$ cat config.mk
export PLATFORM = sky130hd
export DESIGN_NAME = register_file_dp
export DESIGN_NICKNAME = d
export VERILOG_FILES = /design/src/rtl/register_file_dp.sv
export SDC_FILE = /design/constraint.sdc
export NUM_CORES = 1
export LEC_CHECK = 0
export ABC_AREA = 1
export BUFFER_PORTS_ARGS = -buffer_cell sky130_fd_sc_hd__buf_2
export CAP_MARGIN = 5
export CORE_MARGIN = 2
export CORE_UTILIZATION = 40
export CTS_BUF_LIST = sky130_fd_sc_hd__clkbuf_8
export DETAILED_ROUTE_END_ITERATION = 12
export MAX_ROUTING_LAYER = met4
export PLACE_DENSITY_LB_ADDON = 0.15
export SYNTH_ARGS = -nofsm -noshare
export SYNTH_HDL_FRONTEND = slang
export SYNTH_SLANG_ARGS = --single-unit
$ cat constraint.sdc
create_clock -name RF_CLK -period 3.3 [get_ports RF_CLK]
set_input_delay 0.99 -clock RF_CLK [delete_from_list [all_inputs] [get_ports RF_CLK]]
set_output_delay 0.99 -clock RF_CLK [all_outputs]
set_load 0.05 [all_outputs]
$ cat src/rtl/register_file_dp.sv
// Dual-read-port UART-system register file: per-register reset values, config-region write lock,
// out-of-range flagging and a flat config bus. Optional macro RF_SHADOW_EN adds commit-loaded shadow registers.
module register_file_dp #(
    parameter int DATA_WIDTH = 8,
    parameter int ADDR_WIDTH = 4,
    parameter int DEPTH      = 16,
    parameter int CFG_REGS   = 4,
    parameter logic [DEPTH*DATA_WIDTH-1:0] RST_VALUE =
        128'h0000_0000_0000_0000_0000_0000_081C_0000
) (
    input  logic                           RF_CLK,
    input  logic                           RF_RST,
    input  logic                           RF_Wr_en,
    input  logic [ADDR_WIDTH-1:0]          RF_Addr,
    input  logic [DATA_WIDTH-1:0]          RF_WrData,
    input  logic                           RF_Rd_en,
    output logic [DATA_WIDTH-1:0]          RF_RdData,
    output logic                           RF_Rd_Data_Valid,
    input  logic                           RF_Rd_en_B,
    input  logic [ADDR_WIDTH-1:0]          RF_Addr_B,
    output logic [DATA_WIDTH-1:0]          RF_RdData_B,
    output logic                           RF_Rd_Data_Valid_B,
    input  logic                           RF_Lock,
    input  logic                           RF_Commit,
    output logic [CFG_REGS*DATA_WIDTH-1:0] RF_Cfg_Regs,
    output logic                           RF_Addr_Err,
    output logic                           RF_Wr_Blocked
);

    // One extra bit so the limit compare stays correct when DEPTH == 2**ADDR_WIDTH.
    localparam logic [ADDR_WIDTH:0] DEPTH_LIM = (ADDR_WIDTH+1)'(DEPTH);
    localparam logic [ADDR_WIDTH:0] CFG_LIM   = (ADDR_WIDTH+1)'(CFG_REGS);

    logic [DATA_WIDTH-1:0] regs [DEPTH];
    logic [DATA_WIDTH-1:0] rd_a_word;
    logic [DATA_WIDTH-1:0] rd_b_word;
    logic                  a_oor;
    logic                  b_oor;
    logic                  a_cfg;
    logic                  wr_ok;
    logic                  wr_blk;

    assign a_oor  = {1'b0, RF_Addr}   >= DEPTH_LIM;
    assign b_oor  = {1'b0, RF_Addr_B} >= DEPTH_LIM;
    assign a_cfg  = {1'b0, RF_Addr}   <  CFG_LIM;
    assign wr_blk = RF_Wr_en && !a_oor && RF_Lock && a_cfg;
    assign wr_ok  = RF_Wr_en && !a_oor && !(RF_Lock && a_cfg);

    // NOTE: this storage is reset on purpose -- each register has a defined power-up value that the UART relies on.
    always_ff @(posedge RF_CLK or negedge RF_RST) begin
        if (!RF_RST) begin
            for (int i = 0; i < DEPTH; i++)
                regs[i] <= RST_VALUE[i*DATA_WIDTH +: DATA_WIDTH];
        end else begin
            for (int i = 0; i < DEPTH; i++)
                if (wr_ok && RF_Addr == ADDR_WIDTH'(i))
                    regs[i] <= RF_WrData;
        end
    end

    // NOTE: defaults first keep this mux latch-free; out-of-range addresses fall through to zero.
    always_comb begin
        rd_a_word = '0;
        rd_b_word = '0;
        for (int i = 0; i < DEPTH; i++) begin
            if (RF_Addr   == ADDR_WIDTH'(i)) rd_a_word = regs[i];
            if (RF_Addr_B == ADDR_WIDTH'(i)) rd_b_word = regs[i];
        end
        if (wr_ok)                          rd_a_word = RF_WrData;
        if (wr_ok && RF_Addr_B == RF_Addr)  rd_b_word = RF_WrData;
    end

    always_ff @(posedge RF_CLK or negedge RF_RST) begin
        if (!RF_RST) begin
            RF_RdData          <= '0;
            RF_Rd_Data_Valid   <= 1'b0;
            RF_RdData_B        <= '0;
            RF_Rd_Data_Valid_B <= 1'b0;
            RF_Addr_Err        <= 1'b0;
            RF_Wr_Blocked      <= 1'b0;
        end else begin
            RF_Rd_Data_Valid   <= RF_Rd_en;
            RF_Rd_Data_Valid_B <= RF_Rd_en_B;
            if (RF_Rd_en)   RF_RdData   <= rd_a_word;
            if (RF_Rd_en_B) RF_RdData_B <= rd_b_word;
            RF_Addr_Err   <= ((RF_Wr_en || RF_Rd_en) && a_oor) || (RF_Rd_en_B && b_oor);
            RF_Wr_Blocked <= wr_blk;
        end
    end

`ifdef RF_SHADOW_EN
    logic [DATA_WIDTH-1:0] shadow [CFG_REGS];

    // Commit samples pre-write contents, so a same-edge write lands in the next commit.
    always_ff @(posedge RF_CLK or negedge RF_RST) begin
        if (!RF_RST) begin
            for (int i = 0; i < CFG_REGS; i++)
                shadow[i] <= RST_VALUE[i*DATA_WIDTH +: DATA_WIDTH];
        end else if (RF_Commit) begin
            for (int i = 0; i < CFG_REGS; i++)
                shadow[i] <= regs[i];
        end
    end

    for (genvar g = 0; g < CFG_REGS; g++) begin : g_cfg
        assign RF_Cfg_Regs[g*DATA_WIDTH +: DATA_WIDTH] = shadow[g];
    end
`else
    logic unused_commit;
    assign unused_commit = RF_Commit;

    for (genvar g = 0; g < CFG_REGS; g++) begin : g_cfg
        assign RF_Cfg_Regs[g*DATA_WIDTH +: DATA_WIDTH] = regs[g];
    end
`endif

endmodule
==> impl_metrics.env, run 1 <==
export IMPL_pre_cts_ws_ns=0.2021
export IMPL_async_flop_share=1.000
export IMPL_hold_path_depth=2
export IMPL_worstPathRequired_ns=3.66
export IMPL_dp_hpwl_um=18020
export IMPL_wl_per_cell_um=17.01
export IMPL_status="finished, final reports clean"
export IMPL_multi_input_area_um2=3513
export IMPL_r2r_cells=9
export IMPL_antenna_found_initial=0
export IMPL_p_per_area_nw_per_um2=588.5
export IMPL_synth_area_um2=8014
export IMPL_nets=1206
export IMPL_slowest_stage="nor3_1"
export IMPL_routed_wl_um=24850
export IMPL_period_minus_slack_ns=2.733
export IMPL_fp_coreArea_um2=19590
export IMPL_die_width_um=145.5
export IMPL_seq_area_um2=3684
export IMPL_end_kind="register"
export IMPL_vias=7385
export IMPL_fp_dieH_um=145.5
export IMPL_n_antenna_cell=0
export IMPL_clockBufferDepth=2
export IMPL_grt_use_total=0.2462
export IMPL_route_detailed_drc=0
export IMPL_cp_data_arrival_time_ns=3.09
export IMPL_hp_start="RF_RdData[0]"
export IMPL_maxCapViolCount=0
export IMPL_crit_type="input pin to register"
export IMPL_rsz0062_at_grt="false"
export IMPL_fin_cells=1461
export IMPL_finalSetupViolations=0
export IMPL_setup_tns_ns=0
export IMPL_grt_max_degree=55
export IMPL_first_iter_violations=713
export IMPL_cts_clk_slew_worst_paths_ns=0.08
export IMPL_vias_per_cell=5.055
export IMPL_grt_pass1_wl_um=39370
export IMPL_synth_area_per_cell_um2=7.111
export IMPL_postCtsHoldBufs=0
export IMPL_hold_end="RF_RdData[0]"
export IMPL_grt_overflow=0
export IMPL_ys_warn_count=0
export IMPL_port_buffers=72
export IMPL_post_cts_resized=0
export IMPL_num_fill_cells=2039
export IMPL_dp_cells=1429
export IMPL_max_freq_ghz=0.3659
export IMPL_rr_startpoint="regs[95]"
export IMPL_cellLeakagePower_nw=4.439
export IMPL_cts_buffers=17
export IMPL_worst_path_most_repeated_cell="nand2_1"
export IMPL_r2r_slack_ns=1.23
export IMPL_drt_pass1_iter_count=7
export IMPL_regToRegEndpoint="RF_RdData_B[7]"
export IMPL_synth_seq_cells=147
export IMPL_gp_congestion=0.9651
export IMPL_ioPinCount=75
export IMPL_cts_root_buf="clkbuf_8"
export IMPL_post_route_period_util=0.8282
export IMPL_syn_nets=1150
export IMPL_cp_cell_sequence="buf_2 -> inv_1 -> nand2_1 -> nor2_1 -> nand2_1 -> nand3_1 -> nor3_1 -> nand4_1 -> nand2_1 -> nand4_1 -> nor2_1 -> nand4_1 -> nand2_1 -> nand2_1"
export IMPL_synth_cell_types=28
export IMPL_path_max_fanout=6
export IMPL_crit_path_start_kind="input pin"
export IMPL_maxSlewViolCount=0
export IMPL_worst_slack_ns=0.5670
export IMPL_h_tree_depth=4
export IMPL_final_cell_mix="nand2_1, o21ai_0, dfrtp_1"
export IMPL_cts_sinks=147
export IMPL_hold_violations=0
export IMPL_clk_latency_ns=0.46
export IMPL_worst_pin_slew_ns=0.8032
export IMPL_relSlewSlack=0.4640
export IMPL_ys_flop_type="dfrtp_1"
export IMPL_critical_path_max_stage_delay_ns=0.38
export IMPL_first_global_vias=6874
export IMPL_cts_tree="done"
export IMPL_synth_seq_area_share=0.4596
export IMPL_hold_path_class="register to register"
export IMPL_die_area_um2=21180
export IMPL_area_growth_synth_to_final_pct=11.41
export IMPL_fp_row_count=51
export IMPL_peakVddDrop_mv=0.2294
export IMPL_syn_inst=1127
export IMPL_initial_core_util=0.4091
export IMPL_layout_cells_most_common="nand2_1"
export IMPL_drtAntennaViolNets=0
export IMPL_drive_above_1_share=0.1472
export IMPL_cts_setup_buffers=0
export IMPL_synth_edf_count=0
export IMPL_skew_ns=0.009270
export IMPL_finalPower_mw=5.255
==> metal layers <==
layer	up-vias	wire (um)	global-route usage
li1	3649	-	-
met1	3452	11950	0.3613
met2	252	10970	0.3607
met3	32	1510	0.03041
met4	0	415	0.06471
met5	-	0	-
==> cells in the mapped netlist, types with 12 or more instances <==
cell type / count / area share
buf_2: 12 / 0.0075
a21oi_1: 25 / 0.016
inv_1: 108 / 0.051
buf_4: 33 / 0.031
nand3_1: 35 / 0.022
nor2_2: 12 / 0.0094
clkbuf_1: 16 / 0.0075
o21ai_0: 151 / 0.094
nand2_2: 14 / 0.011
dfrtp_1: 143 / 0.45
nand2_1: 416 / 0.19
nand4_1: 39 / 0.030
nor2_1: 83 / 0.039
==> worst max path at each step <==
stage | cells after the start | end | slack (ns) | start
after CTS | 14 | RF_RdData_B[2] | 0.69 | RF_Addr_B[1]
after global placement | 14 | RF_RdData_B[2] | 0.22 | RF_Addr_B[1]
after floorplan | 16 | RF_RdData_B[1] | 1.00 | RF_Addr_B[2]
after detailed placement | 14 | RF_RdData_B[2] | 0.20 | RF_Addr_B[1]
final | 14 | RF_RdData_B[7] | 0.57 | RF_Addr_B[1]
after global routing | 14 | RF_RdData_B[2] | 0.47 | RF_Addr_B[1]
==> final cells by class <==
| type | count | area share |
|---|---|---|
| sequential | 147 | 0.4126 |
| clock inverter | 15 | 0.01612 |
| timing repair buffer | 100 | 0.06600 |
| multi-input combinational | 802 | 0.3935 |
| clock buffer | 17 | 0.02621 |
| inverter | 115 | 0.04849 |
| tap | 265 | 0.03714 |
==> power by group <==
group	internal (mW)	total, mW	switching, mW
sequential	2.18	2.51	0.333
combinational	0.357	1.35	0.991
clock	0.663	1.40	0.732
total	3.20	5.25	2.06
==> cells by family after synthesis <==
family,synth area share
flip-flops,0.4596
XOR/XNOR,0.003279
buffers and inverters,0.1020
AO/OA/AOI/OAI,0.1109
AND/OR/NAND/NOR,0.3238
other,0.0004679
==> critical path, delay by kind of cell <==
| kind | cells | cell delay, ns |
|---|---|---|
| AND/OR/NAND/NOR | 12 | 1.87 |
| buffers and inverters | 2 | 0.21 |
==> state kept, by name (all words and copies together), names as in the netlist <==
signal and cells:
RF_Wr_Blocked 1, RF_Rd_Data_Valid_B 1, RF_Cfg_Regs 32, regs 96, RF_Rd_Data_Valid 1, RF_RdData 8
RF_RdData_B 8
==> metrics by stage <==
stage	hold WS (ns)	area [um^2]	util
3_3_place_gp	0.4589	8551	0.4365
5_1_grt	0.5067	8929	0.4558
4_1_cts	0.4830	8929	0.4558
6_report	0.4746	8929	0.4558
3_5_place_dp	0.4601	8551	0.4365
2_1_floorplan	0.4530	8014	-
Note: power is estimated with default switching activity, not from simulation.
==> run 2: changes to the inputs <==
clock period = 2.5 ns   (was 3.3 ns; I/O delays follow)
==> impl_metrics.env, run 2 (synthesis results as in run 1) <==
export IMPL_status="finished, final reports clean"
export IMPL_maxSlewViolCount=0
export IMPL_clockBufferDepth=2
export IMPL_die_area_um2=21180
export IMPL_die_width_um=145.5
export IMPL_first_iter_violations=649
export IMPL_cts_clk_slew_worst_paths_ns=0.09
export IMPL_fp_dieH_um=145.5
export IMPL_dp_hpwl_um=18680
export IMPL_initial_core_util=0.4091
export IMPL_max_freq_ghz=0.4290
export IMPL_fp_coreArea_um2=19590
export IMPL_wl_per_cell_um=16.70
export IMPL_max_flop_register="regs"
export IMPL_cts_buffers=17
export IMPL_worst_slack_ns=0.1691
export IMPL_cts_tree="done"
export IMPL_vias=7554
export IMPL_slowest_stage="nor3_1"
export IMPL_largest_reg_flops=96
export IMPL_regToRegEndpoint="RF_RdData[2]"
export IMPL_drtAntennaViolNets=0
export IMPL_skew_ns=0.009569
export IMPL_antenna_found_initial=0
export IMPL_nets=1276
export IMPL_cts_root_buf="clkbuf_8"
export IMPL_critical_path_max_stage_delay_ns=0.30
export IMPL_cts_setup_buffers=0
export IMPL_worst_path_most_repeated_cell="nand2_1"
export IMPL_routed_wl_um=25550
export IMPL_first_global_vias=7226
export IMPL_post_cts_resized=0
export IMPL_multi_input_area_um2=3513
export IMPL_vias_per_cell=4.937
export IMPL_r2r_cells=12
export IMPL_post_route_period_util=0.9324
export IMPL_period_minus_slack_ns=2.331
export IMPL_grt_use_total=0.2574
export IMPL_grt_pass1_wl_um=41110
export IMPL_grt_overflow=0
export IMPL_relSlewSlack=0.5813
export IMPL_grt_max_degree=45
export IMPL_ioPinCount=75
export IMPL_n_antenna_cell=0
export IMPL_cp_data_arrival_time_ns=2.69
export IMPL_finalSetupViolations=0
export IMPL_gp_congestion=0.9147
export IMPL_rr_startpoint="RF_Cfg_Regs[10]"
export IMPL_cellLeakagePower_nw=4.782
export IMPL_cts_sinks=147
export IMPL_finalPower_mw=7.008
export IMPL_hold_path_class="input pin to asynchronous set/reset pin"
export IMPL_fp_row_count=51
export IMPL_area_growth_synth_to_final_pct=18.02
export IMPL_crit_type="input pin to register"
export IMPL_clk_latency_ns=0.47
export IMPL_pre_cts_ws_ns=-0.2078
export IMPL_drive_above_1_share=0.1953
export IMPL_worstPathRequired_ns=2.86
export IMPL_setup_tns_ns=0
export IMPL_num_fill_cells=2060
export IMPL_r2r_slack_ns=0.48
export IMPL_hold_ws_ns=0.2019
export IMPL_final_cell_mix="nand2_1, o21ai_0, dfrtp_1"
export IMPL_hold_violations=0
export IMPL_seq_area_um2=3684
export IMPL_path_max_fanout=5
export IMPL_layout_cells_most_common="nand2_1"
export IMPL_drt_pass1_iter_count=5
export IMPL_crit_path_start_kind="input pin"
export IMPL_rsz0062_at_grt="false"
export IMPL_worst_pin_slew_ns=0.6257
export IMPL_p_per_area_nw_per_um2=740.9
export IMPL_route_detailed_drc=0
export IMPL_h_tree_depth=4
export IMPL_end_kind="register"
export IMPL_postCtsHoldBufs=0
export IMPL_peakVddDrop_mv=0.3222
export IMPL_maxCapViolCount=0
export IMPL_port_buffers=72
export IMPL_crit_start="RF_Addr_B[0]"
export IMPL_cp_cell_sequence="buf_2 -> inv_1 -> nand2_1 -> nor2_1 -> nand2_1 -> nand2_1 -> nor2_1 -> nand3_1 -> nor3_1 -> nand3_1 -> nand2_1 -> nand3_1 -> nand2_1 -> nand4_1 -> nand2_1 -> nand2_1"
==> run 2: cell types whose count changed in the layout (fill, tap and decap cells not counted), sizes merged <==
cell	previous run	this run
buf	100	170
bufinv	2	1
inv	117	115
clkbuf	17	19
clkinv	7	8
clkinvlp	4	3
==> run 2: cell type report <==
class                      count  share of cell area
sequential                   147              0.3895
multi-input combinational    802              0.3715
timing repair buffer         170              0.1192
inverter                     115             0.04577
tap                          265             0.03506
clock buffer                  19             0.02765
clock inverter                12             0.01138
==> run 2: stage by stage <==
| step | cells | instance area (um^2) | util |
|---|---|---|---|
| after CTS | 1530 | 9458 | 0.4828 |
| after global routing | 1530 | 9458 | 0.4828 |
| final | 1530 | 9458 | 0.4828 |
| after floorplan | 1127 | 8014 | - |
| after detailed placement | 1499 | 9089 | 0.4639 |
| after global placement | 1499 | 9089 | 0.4639 |
==> run 2: worst max path at each step <==
| stage | slack, ns | to |
|---|---|---|
| finish | 0.17 | RF_RdData_B[5] |
| global route | 0.12 | RF_RdData_B[4] |
| floorplan | 0.44 | RF_RdData_B[1] |
| detailed placement | -0.21 | RF_RdData_B[7] |
| global placement | -0.20 | RF_RdData_B[7] |
| CTS | 0.28 | RF_RdData_B[7] |
==> run 2: worst max-delay path: cells and delay by family <==
kind          cells  cell delay, ns
buf+inv           2            0.22
simple gates     14            1.71
==> run 2: where the power goes <==
part / internal, mW / leakage, nW / switching, mW
sequential: 2.87 / 1.86 / 0.446
clock: 0.833 / 0.184 / 0.990
combinational: 0.537 / 2.74 / 1.33
total: 4.24 / 4.78 / 2.76
==> run 2: layer usage <==
layer / global-route usage / wire length (um) / vias up
met1: 0.3772 / 12670 / 3501
met3: 0.03605 / 1145 / 40
met5: - / 0 / -
li1: - / - / 3792
met4: 0.08284 / 685 / 0
met2: 0.3673 / 11050 / 221
